## src/rtl/vreg_store_if.sv

```systemverilog
// Store-unit side bundle: register-file read port plus the 32-bit memory write port.
interface vreg_store_if #(
    parameter int WORD_W = 32,
    parameter int LANES  = 16,
    parameter int ADDR_W = 32
);
    logic [1:0]              rd_sel;
    logic [LANES*WORD_W-1:0] rd_data;
    logic                    mem_valid;
    logic                    mem_ready;
    logic [ADDR_W-1:0]       mem_addr;
    logic [WORD_W-1:0]       mem_wdata;

    modport master (
        output rd_sel,
        input  rd_data,
        output mem_valid,
        input  mem_ready,
        output mem_addr,
        output mem_wdata
    );

    modport slave (
        input  rd_sel,
        output rd_data,
        input  mem_valid,
        output mem_ready,
        input  mem_addr,
        input  mem_wdata
    );
endinterface

```

## src/rtl/vreg_store_unit.sv

```systemverilog
// Snapshots one vector register (or the A[2]/A[3] product pair) and streams it
// to memory as 32-bit words over a valid/ready write port.
module vreg_store_unit #(
    parameter int WORD_W = 32,
    parameter int LANES  = 16,
    parameter int ADDR_W = 32
) (
    input  logic              clk,
    input  logic              rst,
    input  logic              start,
    input  logic              pair_mode,
    input  logic [1:0]        src_reg,
    input  logic [ADDR_W-1:0] base_addr,
    vreg_store_if.master      bus,
    output logic              busy,
    output logic              done
);
    localparam int VREG_W = LANES * WORD_W;
    localparam int CNT_W  = $clog2(2 * LANES);
    localparam int LANE_W = $clog2(LANES);

    typedef enum logic [2:0] {
        IDLE   = 3'd0,
        CAP_LO = 3'd1,
        CAP_HI = 3'd2,
        SEND   = 3'd3,
        DONE   = 3'd4
    } state_t;

    // Pair mode interleaves low/high halves so each 64-bit product lands little-endian.
    function automatic logic [WORD_W-1:0] word_of(input logic pm, input logic [CNT_W-1:0] k,
                                                  input logic [VREG_W-1:0] lo,
                                                  input logic [VREG_W-1:0] hi);
        logic [LANE_W-1:0] lane;
        if (pm) begin
            lane    = k[CNT_W-1:1];
            word_of = k[0] ? hi[lane*WORD_W +: WORD_W] : lo[lane*WORD_W +: WORD_W];
        end else begin
            lane    = k[LANE_W-1:0];
            word_of = lo[lane*WORD_W +: WORD_W];
        end
    endfunction

    state_t            state_r, state_s;
    logic              pair_r, pair_s;
    logic [1:0]        rd_sel_r, rd_sel_s;
    logic [VREG_W-1:0] lo_snap_r, lo_snap_s;
    logic [VREG_W-1:0] hi_snap_r, hi_snap_s;
    logic [CNT_W-1:0]  cnt_r, cnt_s;
    logic              mem_valid_r, mem_valid_s;
    logic [ADDR_W-1:0] mem_addr_r, mem_addr_s;
    logic [WORD_W-1:0] mem_wdata_r, mem_wdata_s;
    logic              busy_r, busy_s;
    logic              done_r, done_s;
    logic [CNT_W-1:0]  last_s;
    logic [CNT_W-1:0]  cnt_inc_s;

    assign bus.rd_sel    = rd_sel_r;
    assign bus.mem_valid = mem_valid_r;
    assign bus.mem_addr  = mem_addr_r;
    assign bus.mem_wdata = mem_wdata_r;
    assign busy          = busy_r;
    assign done          = done_r;

    // Next-state and next-value logic for every register; outputs are all registered.
    always_comb begin
        state_s     = state_r;
        pair_s      = pair_r;
        rd_sel_s    = rd_sel_r;
        lo_snap_s   = lo_snap_r;
        hi_snap_s   = hi_snap_r;
        cnt_s       = cnt_r;
        mem_valid_s = mem_valid_r;
        mem_addr_s  = mem_addr_r;
        mem_wdata_s = mem_wdata_r;
        busy_s      = busy_r;
        done_s      = done_r;
        last_s      = pair_r ? CNT_W'(2 * LANES - 1) : CNT_W'(LANES - 1);
        cnt_inc_s   = cnt_r + CNT_W'(1);

        case (state_r)
            IDLE: begin
                if (start) begin
                    pair_s     = pair_mode;
                    mem_addr_s = {base_addr[ADDR_W-1:2], 2'b00};
                    rd_sel_s   = pair_mode ? 2'd2 : src_reg;
                    cnt_s      = {CNT_W{1'b0}};
                    busy_s     = 1'b1;
                    state_s    = CAP_LO;
                end else begin
                    state_s = IDLE;
                end
            end
            CAP_LO: begin
                lo_snap_s = bus.rd_data;
                if (pair_r) begin
                    rd_sel_s = 2'd3;
                    state_s  = CAP_HI;
                end else begin
                    // Snapshot is not yet visible, so word 0 comes straight off the read bus.
                    mem_wdata_s = bus.rd_data[WORD_W-1:0];
                    mem_valid_s = 1'b1;
                    state_s     = SEND;
                end
            end
            CAP_HI: begin
                hi_snap_s   = bus.rd_data;
                mem_wdata_s = lo_snap_r[WORD_W-1:0];
                mem_valid_s = 1'b1;
                state_s     = SEND;
            end
            SEND: begin
                if (mem_valid_r && bus.mem_ready) begin
                    if (cnt_r == last_s) begin
                        mem_valid_s = 1'b0;
                        done_s      = 1'b1;
                        state_s     = DONE;
                    end else begin
                        cnt_s       = cnt_inc_s;
                        mem_addr_s  = mem_addr_r + ADDR_W'(WORD_W / 8);
                        mem_wdata_s = word_of(pair_r, cnt_inc_s, lo_snap_r, hi_snap_r);
                    end
                end else begin
                    state_s = SEND;
                end
            end
            DONE: begin
                done_s  = 1'b0;
                busy_s  = 1'b0;
                state_s = IDLE;
            end
            default: begin
                mem_valid_s = 1'b0;
                busy_s      = 1'b0;
                done_s      = 1'b0;
                state_s     = IDLE;
            end
        endcase
    end

    // State and datapath registers with asynchronous active-low clear.
    always_ff @(posedge clk or negedge rst) begin
        if (!rst) begin
            state_r     <= IDLE;
            pair_r      <= 1'b0;
            rd_sel_r    <= 2'd0;
            lo_snap_r   <= {VREG_W{1'b0}};
            hi_snap_r   <= {VREG_W{1'b0}};
            cnt_r       <= {CNT_W{1'b0}};
            mem_valid_r <= 1'b0;
            mem_addr_r  <= {ADDR_W{1'b0}};
            mem_wdata_r <= {WORD_W{1'b0}};
            busy_r      <= 1'b0;
            done_r      <= 1'b0;
        end else begin
            state_r     <= state_s;
            pair_r      <= pair_s;
            rd_sel_r    <= rd_sel_s;
            lo_snap_r   <= lo_snap_s;
            hi_snap_r   <= hi_snap_s;
            cnt_r       <= cnt_s;
            mem_valid_r <= mem_valid_s;
            mem_addr_r  <= mem_addr_s;
            mem_wdata_r <= mem_wdata_s;
            busy_r      <= busy_s;
            done_r      <= done_s;
        end
    end
endmodule

```

## src/flat_wrapper.sv

```systemverilog
// flat-port wrapper written by rule: the top's interface ports become plain ports
module vreg_store_unit_flat 
#(
    parameter int WORD_W = 32,
    parameter int LANES  = 16,
    parameter int ADDR_W = 32
)
  (clk, rst, start, pair_mode, src_reg, base_addr, busy, done, bus_rd_sel, bus_rd_data, bus_mem_valid, bus_mem_ready, bus_mem_addr, bus_mem_wdata);
  vreg_store_if #(.WORD_W(WORD_W), .LANES(LANES), .ADDR_W(ADDR_W)) bus_i ();
  input  logic clk;
  input  logic rst;
  input  logic start;
  input  logic pair_mode;
  input  logic [1:0] src_reg;
  input  logic [ADDR_W-1:0] base_addr;
  output logic busy;
  output logic done;
  output wire logic [$bits(bus_i.rd_sel)-1:0] bus_rd_sel;
  input wire logic [$bits(bus_i.rd_data)-1:0] bus_rd_data;
  output wire logic [$bits(bus_i.mem_valid)-1:0] bus_mem_valid;
  input wire logic [$bits(bus_i.mem_ready)-1:0] bus_mem_ready;
  output wire logic [$bits(bus_i.mem_addr)-1:0] bus_mem_addr;
  output wire logic [$bits(bus_i.mem_wdata)-1:0] bus_mem_wdata;
  assign bus_rd_sel = bus_i.rd_sel;
  assign bus_i.rd_data = bus_rd_data;
  assign bus_mem_valid = bus_i.mem_valid;
  assign bus_i.mem_ready = bus_mem_ready;
  assign bus_mem_addr = bus_i.mem_addr;
  assign bus_mem_wdata = bus_i.mem_wdata;
  vreg_store_unit #(.WORD_W(WORD_W), .LANES(LANES), .ADDR_W(ADDR_W)) u_core (.clk(clk), .rst(rst), .start(start), .pair_mode(pair_mode), .src_reg(src_reg), .base_addr(base_addr), .bus(bus_i), .busy(busy), .done(done));
endmodule
```

## config.mk

```make
export PLATFORM = sky130hd
export DESIGN_NAME = vreg_store_unit_flat
export DESIGN_NICKNAME = d
export VERILOG_FILES = /design/src/rtl/vreg_store_if.sv /design/src/rtl/vreg_store_unit.sv /design/src/flat_wrapper.sv
export SDC_FILE = /design/constraint.sdc
export NUM_CORES = 2
export LEC_CHECK = 0
export CAP_MARGIN = 20
export CELL_PAD_IN_SITES_DETAIL_PLACEMENT = 1
export CELL_PAD_IN_SITES_GLOBAL_PLACEMENT = 2
export CORE_UTILIZATION = 30
export CTS_CLUSTER_DIAMETER = 60
export DETAILED_ROUTE_END_ITERATION = 8
export PLACE_DENSITY_LB_ADDON = 0.1
export SYNTH_ARGS = -nofsm -noshare
export SYNTH_HDL_FRONTEND = slang
export SYNTH_SLANG_ARGS = --single-unit
```

## constraint.sdc

```tcl
create_clock -name clk -period 7.1 [get_ports clk]
set_input_delay 1.42 -clock clk [delete_from_list [all_inputs] [get_ports clk]]
set_output_delay 1.42 -clock clk [all_outputs]
set_load 0.03 [all_outputs]
```

# ---- Yosys cells after proc, flatten, opt, wreduce, memory -nomap -nowiden
# Cells that the tools add are included.
dict set report classes {
  n_addsub 2
  n_mul 0
  div 0
  order_cmp 0
  n_eq_ne 12
  shift 3
  mux 33
  n_bitwise 3
  reduce_logical 15
}
# operator count
set op_table {}
lappend op_table {{$shiftx 512x10->32} 3}
lappend op_table {{$mux 32} 8}
lappend op_table {{$pmux 32 s3} 1}
lappend op_table {{$pmux 32 s2} 1}
lappend op_table {{$add 32x3->32 const B} 1}
lappend op_table {{$mux 5} 4}
lappend op_table {{$pmux 3 s4} 1}
lappend op_table {{$reduce_and 4->1} 3}
lappend op_table {{$pmux 5 s2} 1}
lappend op_table {{$mux 1} 8}
lappend op_table {{$eq 3x2->1 const B} 2}
lappend op_table {{$mux 2} 3}
lappend op_table {{$mux 3} 2}
lappend op_table {{$ne 2x1->1 const B} 3}
lappend op_table {{$ne 2x2->1 const B} 3}
lappend op_table {{$reduce_and 3->1} 2}
lappend op_table {{$reduce_or 3->1} 2}
lappend op_table {{$add 5x1->5 const B} 1}
lappend op_table {{$eq 5x5->1} 1}
lappend op_table {{$pmux 1 s2} 2}
lappend op_table {{$pmux 1 s4} 1}
lappend op_table {{$pmux 2 s2} 1}
lappend op_table {{$reduce_and 2->1} 2}
lappend op_table {{$reduce_bool 2->1} 2}
lappend op_table {{other kinds (8)} 10}
dict set report word_totals {
  ff_bits 1102
  latch_bits 0
  mem_bits_rw 0
  romBits 0
  inputBits 551
  word_cells 79
  memories 0
}

# ---- Depth between registers and ports, before layout
dict set report logic_depth {
  depth_word 7
  mapped_depth 10
  mapped_depth_nobuf 7
}

# ---- Worst setup path before layout
# Ideal clock, no wire load.
dict set report synth_path {
  path_type {input port to flip-flop}
  startpoint {input bus_mem_ready}
  endpoint {register u_core.mem_wdata_r[15] (netlist: u_core.bus.mem_wdata[15])}
  setup_time_ns 0.134
  arrival_ns 2.947
  path_slack_ns 4.019
  cell_stages 7
  cell_sequence {nand2_1 -> o221a_2 -> a2bb2oi_1 -> or2_2 -> clkbuf_1 -> a2111oi_0 -> a21oi_1}
}
dict set report synth_between {
  elab_chain_len 3
}
# element line_no
set synth_rtl {}
lappend synth_rtl {{from (decl)} flat_wrapper.sv:21} ;# input wire logic [$bits(bus_i.mem_ready)-1:0] bus_mem_ready;
lappend synth_rtl {{$logic_and 1x1->1} vreg_store_unit.sv:113} ;# if (mem_valid_r && bus.mem_ready) begin
lappend synth_rtl {{$ne 2x1->1 (no line)} n/a}
lappend synth_rtl {{$reduce_and 4->1 (no line)} n/a}
lappend synth_rtl {{to (signal assigned)} vreg_store_unit.sv:152} ;# mem_wdata_r <= {WORD_W{1'b0}};
lappend synth_rtl {{to (signal assigned)} vreg_store_unit.sv:164} ;# mem_wdata_r <= mem_wdata_s;
lappend synth_rtl {{to (decl)} vreg_store_unit.sv:52} ;# logic [WORD_W-1:0] mem_wdata_r, mem_wdata_s;
# No other way between the ends.
# A chain may end at the register's enable or synchronous reset.

# ---- Worst setup path after layout
dict set report layout_path {
  startpoint {register u_core.cnt_r[0]}
  endpoint {register u_core.mem_wdata_r[30] (netlist: u_core.bus.mem_wdata[30])}
}
dict set report layout_between {
  elab_chain_len 7
  elab_cells_between_ends 12
  cone_classes {add/sub (1); eq/ne (2); shift (3); mux (5); reduce/logical (1)}
}
# element line_no
set layout_rtl {}
lappend layout_rtl {{from (decl)} vreg_store_unit.sv:49} ;# logic [CNT_W-1:0] cnt_r, cnt_s;
lappend layout_rtl {{from (signal assigned)} vreg_store_unit.sv:149} ;# cnt_r <= {CNT_W{1'b0}};
lappend layout_rtl {{from (signal assigned)} vreg_store_unit.sv:161} ;# cnt_r <= cnt_s;
lappend layout_rtl {{$add 5x1->5} vreg_store_unit.sv:79} ;# cnt_inc_s = cnt_r + CNT_W'(1);
lappend layout_rtl {{$shiftx 512x10->32} vreg_store_unit.sv:37} ;# word_of = k[0] ? hi[lane*WORD_W +: WORD_W] : lo[lane*WORD_W +: WORD_W];
lappend layout_rtl {{$mux 32} vreg_store_unit.sv:37}
lappend layout_rtl {{$mux 32} vreg_store_unit.sv:35} ;# if (pm) begin
lappend layout_rtl {{$mux 32} vreg_store_unit.sv:114} ;# if (cnt_r == last_s) begin
lappend layout_rtl {{$mux 32} vreg_store_unit.sv:113}
lappend layout_rtl {{$pmux 32 s3} vreg_store_unit.sv:81} ;# case (state_r)
# Parallel ways exist; a longest one is shown, timed or not. The select of a mux whose other input is x is not followed.

==> run_results.csv <==
group,metric,value,unit
cts,post_cts_buffers,0,
sta,rsz0062_at_grt,"no",
yosys,synth_commonest_cells,"dfrtp_1, mux2_2, mux4_2",
cts,cts.sink_count,1100,
detailed_routing,drt-total-wl,185000,um
critical_path,r2r_slack,2890,ps
yosys,post_synth_num_cell_types,46,
critical_path,regToRegEndpoint,"u_core.bus.mem_wdata[30]",
sta,layout_worst_path_cycle_share,0.593,
power_and_ir_drop,power_leakage,29.3,nW
power_and_ir_drop,pwr_density_cell,416,nW/um^2
run,max_cap_violations,0,
cts,numCtsBuffers,152,
min_path,holdCritStartpoint,"u_core.hi_snap_r[124]",
cts,clock_tree.htree_level_count,4,
yosys,synth-async-reset-ratio,1.00,
yosys,synthesis.area_per_instance,15.5,um^2
sta,worst_slew_margin_rel,0.275,
detailed_routing,route.detailed.vias_per_inst,5.15,
floorplanning,chipWidth,427,um
sta,setup_viol,0,
sta,slew_at_the_pin_with_the_worst_max_slew_slack,1090,ps
cts,clock_tree.root_cell,"clkbuf_16",
critical_path,path_max_fanout,39,
floorplanning,ios,620,
sta,finalCriticalPeriod,4210,ps
cts,postCtsHoldBufs,0,
final_layout,drive_above_1_share,0.427,
yosys,postSynthRegisterBits,1100,
min_path,worstHoldPathType,"reg2reg",
floorplanning,core_area,179000,um^2
detailed_routing,first_pass_iters,4,
power_and_ir_drop,vdd_drop_max,278,uV
yosys,synthFlopType,"dfrtp_1",
critical_path,worst_setup_path_start_kind,"register",
floorplanning,dieHeight,427,um
detailed_routing,detail_route.drc_violations,0,
yosys,synth-edff-count,0,
placement,port_buffers,615,
critical_path,r2r.worst_path.cells,7,
floorplanning,floorplan.die_area,182000,um^2
floorplanning,core.rowCount,155,
final_layout,finish.instance_area,68100,um^2
yosys,yosysMostFrequentCell,"dfrtp_1",
grt,grt_util_all_layers,0.203,
cts,clk_pin_slew_worst_paths,60,ps
yosys,synthesis.instances,3497,
critical_path,path_class,"reg2reg",
placement,placedInstanceArea,62900,um^2
cts,tritoncts,"yes",
final_layout,areaGrowthSynthToFinish,25.5,%
critical_path,crit_chain,"ha_4 > buf_4 > mux4_2 > mux2i_1 > o22ai_1 > a2111oi_0 > a21oi_1",
grt,globalRoute.totalOverflow,0,
cts,clk_latency,800,ps
critical_path,worst_path_largest_cell_delay,870,ps
critical_path,crit_slowest_cell,"ha_4",
min_path,min_delay_worst_endpoint,"u_core.hi_snap_r[124]",
final_layout,finalCoreUtilization,0.380,
yosys,yosysSeqAreaShare,0.508,
yosys,synth_top_cell_by_area,"dfrtp_1",
sta,timing.clock.skew,23.8,ps
grt,vias_in_the_first_global_route,37400,
grt,number_of_antenna_violations_at_the_first_check_in_global_routing,86,
cts,clock_tree_buffer_depth,3,
cts,post_cts_resized,0,
placement,dp_worst_setup_slack,2730,ps
sta,timing.final.hold_violations,0,
yosys,synth.area.top_cells,"dfrtp_1, mux2_2, mux4_2",
yosys,syn-cell-area,54200,um^2
detailed_routing,route.detailed.wl_per_inst,28.1,um
critical_path,timing.rr.start,"u_core.cnt_r[0]",
detailed_routing,drt_first_iter_violations,1353,
grt,wire_length_of_the_first_global_routing_pass,270000,um
final_layout,stdcell_count,6557,
final_layout,num-nets-final,4604,
sta,setup_tns,0,ps
detailed_routing,via_count,33800,
yosys,yosysWarningCount,0,
critical_path,crit_required,7720,ps
sta,final_critical_path_setup_slack,2890,ps
yosys,synthDominantCellAreaShare,0.508,
status,run_status,"finished clean",
placement,placer_congestion_estimate,0.744,
min_path,hold_depth,1,
detailed_routing,ant_nets,0,
critical_path,arrival_time_of_the_worst_setup_path,4830,ps
grt,grt_start_max_net_pins,151,
sta,clock.fmax,238,MHz
critical_path,worst_setup_path_end_kind,"register",
placement,placed_cells_incl_taps,6251,
floorplanning,floorplan.initialDensity,0.303,
placement,hpwl,127000,um
sta,timing_max_transition_violations_final,0,
cells in the final DEF, fill, tap and decap left out, types with 5 or more instances in the layout:
master	n
a2111oi_0	22
a2111oi_2	10
a21oi_1	84
a22o_1	33
a2bb2oi_1	5
and3_1	5
buf_12	20
buf_4	47
bufinv_16	10
clkbuf_1	34
clkbuf_16	158
clkbuf_8	28
clkdlybuf4s50_1	614
clkinv_2	17
clkinv_4	10
clkinvlp_4	8
dfrtp_1	1099
diode_2	30
inv_1	8
inv_6	7
mux2_2	1056
mux2i_1	192
mux4_2	384
nand2_1	63
nand3_1	20
nand4_1	6
nor2_1	30
nor3_1	7
o211ai_1	32
o21ai_0	33
o22ai_1	75
cell type report:
cell class / count / area [um^2]
inverter: 9 / 33.8
clock buffer: 220 / 4470
tap: 2355 / 2950
fill: 18100 / 111000
antenna: 30 / 75.1
sequential: 1100 / 27500
multi-input combinational: 2106 / 25400
clock inverter: 55 / 643
timing repair buffer: 682 / 6910
critical path, delay by kind of cell, from the launching register on:
kind            cells  cell delay, ps
compound gates      3             600
mux                 2            1190
flops               1             700
fa+ha+maj           1             870
buf+inv             1             600
how the worst max path moves through the flow:
stage	slack (ps)	depth (start not counted)	to	start
6_report	2890	7	u_core.bus.mem_wdata[30]	u_core.cnt_r[0]
5_1_grt	2630	8	u_core.bus.mem_wdata[16]	u_core.cnt_r[0]
4_1_cts	2710	7	u_core.bus.mem_wdata[30]	u_core.cnt_r[0]
3_5_place_dp	2730	7	u_core.bus.mem_wdata[1]	u_core.cnt_r[0]
3_3_place_gp	2750	7	u_core.bus.mem_wdata[30]	u_core.cnt_r[0]
2_1_floorplan	4020	7	u_core.bus.mem_wdata[15]	bus_mem_ready
report_power, final:
part	switching (W)	internal, W
sequential	0.00121	0.00824
clock	0.00303	0.00474
combinational	0.00532	0.00580
sequential cells by signal, indices dropped and copies added (netlist names):
signal	count
u_core.bus.mem_addr	30
u_core.lo_snap_r	512
u_core.bus.mem_valid	1
u_core.bus.mem_wdata	32
u_core.done	1
u_core.cnt_r	5
u_core.bus.rd_sel	2
u_core.busy	1
u_core.pair_r	1
u_core.hi_snap_r	512
u_core.state_r	3
metal layers:
metal	track usage	vias up	part of all wire
met2	0.378	611	0.55
met1	0.228	18100	0.38
met3	0.0402	324	0.039
li1	-	14700	-
met5	0	-	0.0017
met4	0.0710	50	0.031
stage by stage:
stage	total power, W	hold slack [ps]
CTS	0.0289	507
finish	0.0283	501
global placement	0.0208	480
floorplan	0.0173	476
global route	0.0300	518
detailed placement	0.0210	491
kinds of logic after synthesis:
| kind of cell | after synthesis | synth area share |
|---|---|---|
| adder cells (fa/ha/maj) | 2 | 0.000461 |
| other | 1 | 0.0000691 |
| multiplexers | 1632 | 0.414 |
| AO/OA/AOI/OAI | 312 | 0.0390 |
| flip-flops | 1100 | 0.508 |
| AND/OR/NAND/NOR | 155 | 0.0131 |
| XOR/XNOR | 3 | 0.000485 |
| buffers and inverters | 292 | 0.0252 |
(Power assumes the default switching activity.)
